### config.mk
export PLATFORM = sky130hd
export DESIGN_NAME = pipe_hazard_ctrl_flat
export DESIGN_NICKNAME = d
export VERILOG_FILES = /design/src/rtl/pipe_hazard_ctrl_pkg.sv /design/src/rtl/pipe_hazard_ctrl_if.sv /design/src/rtl/pipe_hazard_ctrl_detect.sv /design/src/rtl/pipe_hazard_ctrl.sv /design/src/flat_wrapper.sv
export SDC_FILE = /design/constraint.sdc
export NUM_CORES = 1
export LEC_CHECK = 0
export CORE_AREA = 2 2 47 66
export CTS_CLUSTER_DIAMETER = 150
export DETAILED_ROUTE_END_ITERATION = 8
export DIE_AREA = 0 0 49 68
export HOLD_SLACK_MARGIN = 0.15
export PLACE_DENSITY_LB_ADDON = 0.12
export RECOVER_POWER = 25
export SETUP_SLACK_MARGIN = 0.1
export SYNTH_ARGS = -nofsm -noshare
export SYNTH_HDL_FRONTEND = slang
export SYNTH_SLANG_ARGS = --single-unit
export TNS_END_PERCENT = 1
### constraint.sdc
create_clock -name clk -period 1.25 [get_ports clk]
set_input_delay 0.125 -clock clk [delete_from_list [all_inputs] [get_ports clk]]
set_output_delay 0.125 -clock clk [all_outputs]
set_load 0.02 [all_outputs]
### src/rtl/pipe_hazard_ctrl_pkg.sv
// Shared types and constants for the pipeline hazard controller.
// The optional HAZARD_PERF_CNT_EN build adds stall/flush counters.
package hazard_pkg;

  localparam int REG_W = 5;
  localparam logic [31:0] NOP_INSTR = 32'h0000_0013;

  typedef enum logic [1:0] {
    BOOT    = 2'd0,
    RUN     = 2'd1,
    MD_WAIT = 2'd2
  } state_t;

endpackage

### src/rtl/pipe_hazard_ctrl_if.sv
// Decode/EX status in, pipeline register controls out.
// The controller takes the slave modport; the pipeline side takes the master modport.
interface pipe_hazard_ctrl_if #(parameter int CNT_W = 16);
  import hazard_pkg::*;

  logic [REG_W-1:0] id_rs1;
  logic [REG_W-1:0] id_rs2;
  logic             id_use_rs1;
  logic             id_use_rs2;
  logic [REG_W-1:0] ex_rd;
  logic             ex_mem_read;
  logic             ex_branch_taken;
  logic             md_start;
  logic             md_done;
  logic             pc_en;
  logic             if_id_en;
  logic             if_reg_clr;
  logic             id_ex_en;
  logic             id_ex_clr;
  logic             md_timeout;
  logic [CNT_W-1:0] stall_cnt;
  logic [CNT_W-1:0] flush_cnt;

  modport master (
    output id_rs1, id_rs2, id_use_rs1, id_use_rs2, ex_rd, ex_mem_read,
           ex_branch_taken, md_start, md_done,
    input  pc_en, if_id_en, if_reg_clr, id_ex_en, id_ex_clr, md_timeout,
           stall_cnt, flush_cnt
  );

  modport slave (
    input  id_rs1, id_rs2, id_use_rs1, id_use_rs2, ex_rd, ex_mem_read,
           ex_branch_taken, md_start, md_done,
    output pc_en, if_id_en, if_reg_clr, id_ex_en, id_ex_clr, md_timeout,
           stall_cnt, flush_cnt
  );

endinterface

### src/rtl/pipe_hazard_ctrl_detect.sv
// Combinational load-use comparator between the decode sources and the EX load destination.
module hazard_detect
  import hazard_pkg::*;
(
  input  logic [REG_W-1:0] id_rs1,
  input  logic [REG_W-1:0] id_rs2,
  input  logic             id_use_rs1,
  input  logic             id_use_rs2,
  input  logic [REG_W-1:0] ex_rd,
  input  logic             ex_mem_read,
  output logic             load_use
);

  // x0 is hardwired to zero, so a load into it can never be a real dependency
  assign load_use = ex_mem_read && (ex_rd != '0) &&
                    ((id_use_rs1 && (id_rs1 == ex_rd)) ||
                     (id_use_rs2 && (id_rs2 == ex_rd)));

endmodule

### src/rtl/pipe_hazard_ctrl.sv
// Pipeline sequencer: boot hold-off, load-use stalls, branch flushes, mul/div waits.
// Defining HAZARD_PERF_CNT_EN adds saturating stall/flush counters; otherwise they read 0.
module pipe_hazard_ctrl
  import hazard_pkg::*;
#(
  parameter int BOOT_CYCLES = 2,
  parameter int MD_TIMEOUT  = 64,
  parameter int CNT_W       = 16
) (
  input  logic              clk,
  input  logic              rst_n,
  pipe_hazard_ctrl_if.slave bus
);

  localparam int BOOT_W = $clog2(BOOT_CYCLES + 1);
  localparam int WAIT_W = $clog2(MD_TIMEOUT + 1);

  state_t            state, state_nxt;
  logic [BOOT_W-1:0] boot_cnt;
  logic [WAIT_W-1:0] wait_cnt;
  logic              md_timeout_q;
  logic              timeout_set;
  logic              flush_evt;
  logic              load_use;
  logic              pc_en, if_id_en, if_reg_clr, id_ex_en, id_ex_clr;

  hazard_detect u_detect (
    .id_rs1      (bus.id_rs1),
    .id_rs2      (bus.id_rs2),
    .id_use_rs1  (bus.id_use_rs1),
    .id_use_rs2  (bus.id_use_rs2),
    .ex_rd       (bus.ex_rd),
    .ex_mem_read (bus.ex_mem_read),
    .load_use    (load_use)
  );

  always_ff @(posedge clk or negedge rst_n) begin
    if (!rst_n) begin
      state        <= BOOT;
      boot_cnt     <= '0;
      wait_cnt     <= '0;
      md_timeout_q <= 1'b0;
    end else begin
      state    <= state_nxt;
      boot_cnt <= (state == BOOT) ? boot_cnt + BOOT_W'(1) : '0;
      // Cleared outside MD_WAIT so every wait starts counting from zero
      wait_cnt <= (state == MD_WAIT) ? wait_cnt + WAIT_W'(1) : '0;
      if (timeout_set)
        md_timeout_q <= 1'b1;
    end
  end

  always_comb begin
    state_nxt   = state;
    pc_en       = 1'b1;
    if_id_en    = 1'b1;
    if_reg_clr  = 1'b0;
    id_ex_en    = 1'b1;
    id_ex_clr   = 1'b0;
    timeout_set = 1'b0;
    flush_evt   = 1'b0;
    case (state)
      BOOT: begin
        pc_en      = 1'b0;
        if_reg_clr = 1'b1;
        id_ex_clr  = 1'b1;
        if (boot_cnt == BOOT_W'(BOOT_CYCLES - 1))
          state_nxt = RUN;
      end
      RUN: begin
        // A taken branch squashes decode, so it overrides both mul/div issue and load-use
        if (bus.ex_branch_taken) begin
          if_reg_clr = 1'b1;
          id_ex_clr  = 1'b1;
          flush_evt  = 1'b1;
        end else if (bus.md_start) begin
          pc_en     = 1'b0;
          if_id_en  = 1'b0;
          id_ex_en  = 1'b0;
          state_nxt = MD_WAIT;
        end else if (load_use) begin
          pc_en     = 1'b0;
          if_id_en  = 1'b0;
          id_ex_clr = 1'b1;
        end
      end
      MD_WAIT: begin
        pc_en    = 1'b0;
        if_id_en = 1'b0;
        id_ex_en = 1'b0;
        if (bus.md_done) begin
          state_nxt = RUN;
        end else if (wait_cnt == WAIT_W'(MD_TIMEOUT - 1)) begin
          state_nxt   = RUN;
          timeout_set = 1'b1;
        end
      end
      default: state_nxt = BOOT;
    endcase
  end

  assign bus.pc_en      = pc_en;
  assign bus.if_id_en   = if_id_en;
  assign bus.if_reg_clr = if_reg_clr;
  assign bus.id_ex_en   = id_ex_en;
  assign bus.id_ex_clr  = id_ex_clr;
  assign bus.md_timeout = md_timeout_q;

`ifdef HAZARD_PERF_CNT_EN
  logic [CNT_W-1:0] stall_q, flush_q;
  logic             stall_evt;

  assign stall_evt = ((state == RUN) || (state == MD_WAIT)) && !pc_en;

  // Both counters saturate rather than wrap so a long run never reads as small
  always_ff @(posedge clk or negedge rst_n) begin
    if (!rst_n) begin
      stall_q <= '0;
      flush_q <= '0;
    end else begin
      if (stall_evt && (stall_q != '1))
        stall_q <= stall_q + CNT_W'(1);
      if (flush_evt && (flush_q != '1))
        flush_q <= flush_q + CNT_W'(1);
    end
  end

  assign bus.stall_cnt = stall_q;
  assign bus.flush_cnt = flush_q;
`else
  assign bus.stall_cnt = {CNT_W{1'b0}};
  assign bus.flush_cnt = {CNT_W{1'b0}};
`endif

endmodule
### src/flat_wrapper.sv
// flat-port wrapper written by rule: the top's interface ports become plain ports
module pipe_hazard_ctrl_flat import hazard_pkg::*;
#(
  parameter int BOOT_CYCLES = 2,
  parameter int MD_TIMEOUT  = 64,
  parameter int CNT_W       = 16
)
  (clk, rst_n, bus_id_rs1, bus_id_rs2, bus_id_use_rs1, bus_id_use_rs2, bus_ex_rd, bus_ex_mem_read, bus_ex_branch_taken, bus_md_start, bus_md_done, bus_pc_en, bus_if_id_en, bus_if_reg_clr, bus_id_ex_en, bus_id_ex_clr, bus_md_timeout, bus_stall_cnt, bus_flush_cnt);
  pipe_hazard_ctrl_if #(.CNT_W(CNT_W)) bus_i ();
  input  logic clk;
  input  logic rst_n;
  input wire logic [$bits(bus_i.id_rs1)-1:0] bus_id_rs1;
  input wire logic [$bits(bus_i.id_rs2)-1:0] bus_id_rs2;
  input wire logic [$bits(bus_i.id_use_rs1)-1:0] bus_id_use_rs1;
  input wire logic [$bits(bus_i.id_use_rs2)-1:0] bus_id_use_rs2;
  input wire logic [$bits(bus_i.ex_rd)-1:0] bus_ex_rd;
  input wire logic [$bits(bus_i.ex_mem_read)-1:0] bus_ex_mem_read;
  input wire logic [$bits(bus_i.ex_branch_taken)-1:0] bus_ex_branch_taken;
  input wire logic [$bits(bus_i.md_start)-1:0] bus_md_start;
  input wire logic [$bits(bus_i.md_done)-1:0] bus_md_done;
  output wire logic [$bits(bus_i.pc_en)-1:0] bus_pc_en;
  output wire logic [$bits(bus_i.if_id_en)-1:0] bus_if_id_en;
  output wire logic [$bits(bus_i.if_reg_clr)-1:0] bus_if_reg_clr;
  output wire logic [$bits(bus_i.id_ex_en)-1:0] bus_id_ex_en;
  output wire logic [$bits(bus_i.id_ex_clr)-1:0] bus_id_ex_clr;
  output wire logic [$bits(bus_i.md_timeout)-1:0] bus_md_timeout;
  output wire logic [$bits(bus_i.stall_cnt)-1:0] bus_stall_cnt;
  output wire logic [$bits(bus_i.flush_cnt)-1:0] bus_flush_cnt;
  assign bus_i.id_rs1 = bus_id_rs1;
  assign bus_i.id_rs2 = bus_id_rs2;
  assign bus_i.id_use_rs1 = bus_id_use_rs1;
  assign bus_i.id_use_rs2 = bus_id_use_rs2;
  assign bus_i.ex_rd = bus_ex_rd;
  assign bus_i.ex_mem_read = bus_ex_mem_read;
  assign bus_i.ex_branch_taken = bus_ex_branch_taken;
  assign bus_i.md_start = bus_md_start;
  assign bus_i.md_done = bus_md_done;
  assign bus_pc_en = bus_i.pc_en;
  assign bus_if_id_en = bus_i.if_id_en;
  assign bus_if_reg_clr = bus_i.if_reg_clr;
  assign bus_id_ex_en = bus_i.id_ex_en;
  assign bus_id_ex_clr = bus_i.id_ex_clr;
  assign bus_md_timeout = bus_i.md_timeout;
  assign bus_stall_cnt = bus_i.stall_cnt;
  assign bus_flush_cnt = bus_i.flush_cnt;
  pipe_hazard_ctrl #(.BOOT_CYCLES(BOOT_CYCLES), .MD_TIMEOUT(MD_TIMEOUT), .CNT_W(CNT_W)) u_core (.clk(clk), .rst_n(rst_n), .bus(bus_i));
endmodule
==> results.json, run 1 <==
{
  "status": "finished with violations",
  "violations": "setup timing",
  "design.die.area_mm2": 0.00333,
  "crit_type": "in2out",
  "seqPwrFrac_pct": 26.2,
  "finalSetupViolations": 5,
  "swShare_pct": 35.1,
  "synth_warnings": 0,
  "worstPathArrival_ns": 1.31,
  "grt_pass1_vias": 723,
  "core-area_mm2": 0.00279,
  "grt.busiest_layer": "met2",
  "final_cell_area_mm2": 0.00144,
  "p_clk_share_pct": 22.6,
  "cts_buffers": 3,
  "synth.distinct_cells": 26,
  "synthArstFlopShare_pct": 100,
  "initial_core_util_pct": 33.4,
  "synth_top_area_share_pct": 32.2,
  "synth.area.top_cells": "dfrtp_1 32%, buf_4 26%, xnor2_1 10%, nand2_1 3.2%, nor2_1 2.8%",
  "crit_path_max_incr_delay_ns": 0.53,
  "antenna_found_initial": 0,
  "required_ns": 1.12,
  "grt_max_degree": 13,
  "wl_per_cell_um": 11.2,
  "postSynthAreaPerCell_um2": 8.55,
  "clkTransAtPathRegs_ns": 0.05,
  "n_antenna_cell": 0,
  "path_cells": "buf_6, or4_4, o21a_4, a31o_1, buf_6",
  "rows": 23,
  "endpoint_kind": "output pin",
  "reg2reg_depth": 6,
  "ys_seq_area_share_pct": 32.2,
  "use_met2_pct": 24.8,
  "die_y_um": 68,
  "start_kind": "input port",
  "via_per_inst": 4.08,
  "hold_ws_ns": 0.414,
  "nFillCells": 289,
  "rsz0062_at_grt": "true",
  "hold_path_class": "in2async",
  "tritoncts": "done",
  "clkSinkCount": 12,
  "power_leakage_nw": 0.705,
  "drive_gt1_share_pct": 34.0,
  "crit_top_cell": "buf_6",
  "area_delta_synth_final_pct": 54.8,
  "cp_slowest_cell": "or4_4",
  "relSlewSlack_pct": 56.9,
  "ant_nets": 0,
  "power_switching_uw": 655,
  "grt_util_all_layers_pct": 12.5,
  "synth_edf_count": 0,
  "clock.fmax_mhz": 697,
  "ios": 61,
  "synthMostInstantiatedCell": "buf_4",
  "skew_ns": 0.00324,
  "setup_ws_ns": -0.185,
  "dp_hpwl_um": 1720,
  "peakVddDrop_uv": 797,
  "grt_pass1_wl_um": 3190,
  "max-cap-violations": 0,
  "routed_wl_um": 2220,
  "ys_ff_latch": 12,
  "finalCritPeriodShare_pct": 115,
  "htreeDepth": 1,
  "period_minus_slack_ns": 1.43,
  "drtIter0Drc": 24,
  "final.setup.tns_ns": -0.761,
  "hold_violations": 0,
  "total_power_mw": 1.87,
  "dr_total_vias": 811,
  "gp_congestion": 0.739,
  "power_frac_comb_pct": 51.3,
  "use_met1_pct": 12.4,
  "clockBufferDepth": 2,
  "finalMaxSlewViolations": 0,
  "io_buffer_count": 28,
  "critPathMaxFanout": 3,
  "final_nets": 188,
  "syn_inst": 109,
  "ys.flop_type": "dfrtp_1",
  "dr.pass1.iters": 4,
  "worstSkewPairLatency_ns": 0.24,
  "yosysTopAreaCell": "dfrtp_1",
  "synth_common_cells": "32 x buf_4, 12 x dfrtp_1, 11 x xnor2_1",
  "powerDensity_mw_per_mm2": 1300,
  "cts_root_buffer": "clkbuf_8",
  "drc_errors": 0,
  "fp.dieW_um": 49,
  "dpl-instance-area_mm2": 0.00130,
  "grt_use_met3_pct": 3.06,
  "tightestPinTransition_ns": 0.646,
  "syn_area_um2": 932,
  "overflow": 0,
  "p_int_mw": 1.21,
  "r2r_slack_ns": 0.02
}
-- final timing paths --
path | start | endpoint
worst max register to register | u_core.wait_cnt[0]$_DFF_PN0_ | u_core.state[0]$_DFFE_PN0P_
worst min register to register | u_core.boot_cnt[0]$_DFF_PN0_ | u_core.boot_cnt[0]$_DFF_PN0_
max in group asynchronous | rst_n | u_core.state[1]$_DFFE_PN0P_
worst min-delay path | rst_n | u_core.wait_cnt[3]$_DFF_PN0_
min in group clk | u_core.boot_cnt[0]$_DFF_PN0_ | u_core.boot_cnt[0]$_DFF_PN0_
worst max-delay path | bus_ex_rd[3] | bus_id_ex_clr
-- metrics by stage --
stage	std cells	utilization (%)	worst slack [ns]
2_1_floorplan	140	-	-0.0250
3_3_place_gp	192	46.5	-1.01
3_5_place_dp	192	46.5	-1.03
4_1_cts	197	49.1	-0.230
5_1_grt	199	51.7	-0.222
6_report	199	51.7	-0.185
-- per-layer routing --
layer | part of all wire, % | vias to the layer above
met5 | 0 | -
met4 | 0.86 | 0
met3 | 5.7 | 4
met2 | 55 | 35
met1 | 38 | 368
li1 | - | 404
-- logic make-up (layout without fill, tap and decap cells) --
family	count (synthesis)	count (layout)	synth area share, %
adder cells (fa/ha/maj)	2	2	2.68
flip-flops	12	12	32.2
buffers and inverters	37	59	27.8
AO/OA/AOI/OAI	15	15	9.93
XOR/XNOR	13	13	12.2
AND/OR/NAND/NOR	29	29	14.8
other	1	32	0.402
-- final cells by class --
| class | instances | area [µm²] | share of cell area [%] |
|---|---|---|---|
| clock buffers | 4 | 55.1 | 3.82 |
| inverters | 4 | 15.0 | 1.04 |
| multi-input cells | 91 | 587 | 40.7 |
| flip-flops and latches | 12 | 302 | 20.9 |
| well taps | 37 | 46.3 | 3.21 |
| repair buffers | 51 | 438 | 30.4 |
-- worst max-delay path, delay by kind of cell --
family,cells,cell delay [ns]
simple gates,1,0.53
buf+inv,2,0.22
compound gates,2,0.44
-- registers in the layout, summed over array words and instances (netlist names) --
name and flops:
u_core.state 2, u_core.bus.md_timeout 1, u_core.boot_cnt 2, u_core.wait_cnt 7
-- layout by cell type (no fill, tap or decap), drive strengths merged, types with 2 or more instances in the layout --
cell type / netlist / layout
a21oi: 3 / 3
a31oi: 2 / 2
buf: 32 / 31
clkbuf: 1 / 7
clkdlybuf4s15: 0 / 3
clkdlybuf4s50: 0 / 6
conb: 1 / 32
dfrtp: 12 / 12
dlygate4sd2: 0 / 6
ha: 2 / 2
inv: 4 / 4
nand2: 8 / 8
nand3: 4 / 4
nand4: 2 / 2
nor2: 7 / 7
nor3: 3 / 3
o21ai: 4 / 4
or3: 2 / 2
xnor2: 11 / 11
xor2: 2 / 2
-- timing repair --
item,4_1_cts,5_1_grt
gates resized for setup,58,27
gates cloned,0,0
pin swaps,18,16
hold buffers,0,0
setup buffers,1,2
endpoints found under the setup margin,10,11
-- power groups by stage --
stage                     combinational [mW]  sequential (mW)  clock [mW]
after floorplan                        0.479            0.493           0
after global placement                 0.829            0.494           0
after detailed placement               0.837            0.495           0
after CTS                              0.864            0.492       0.434
after global routing                    1.04            0.496       0.442
final                                  0.958            0.489       0.422
Note: power is estimated with default switching activity, not from simulation.
==> inputs of run 2 (changes only) <==
CTS_CLUSTER_SIZE = 30   (was default)
==> results of run 2 <==
The final DEF is identical to that of run 1; final timing and power are the same.
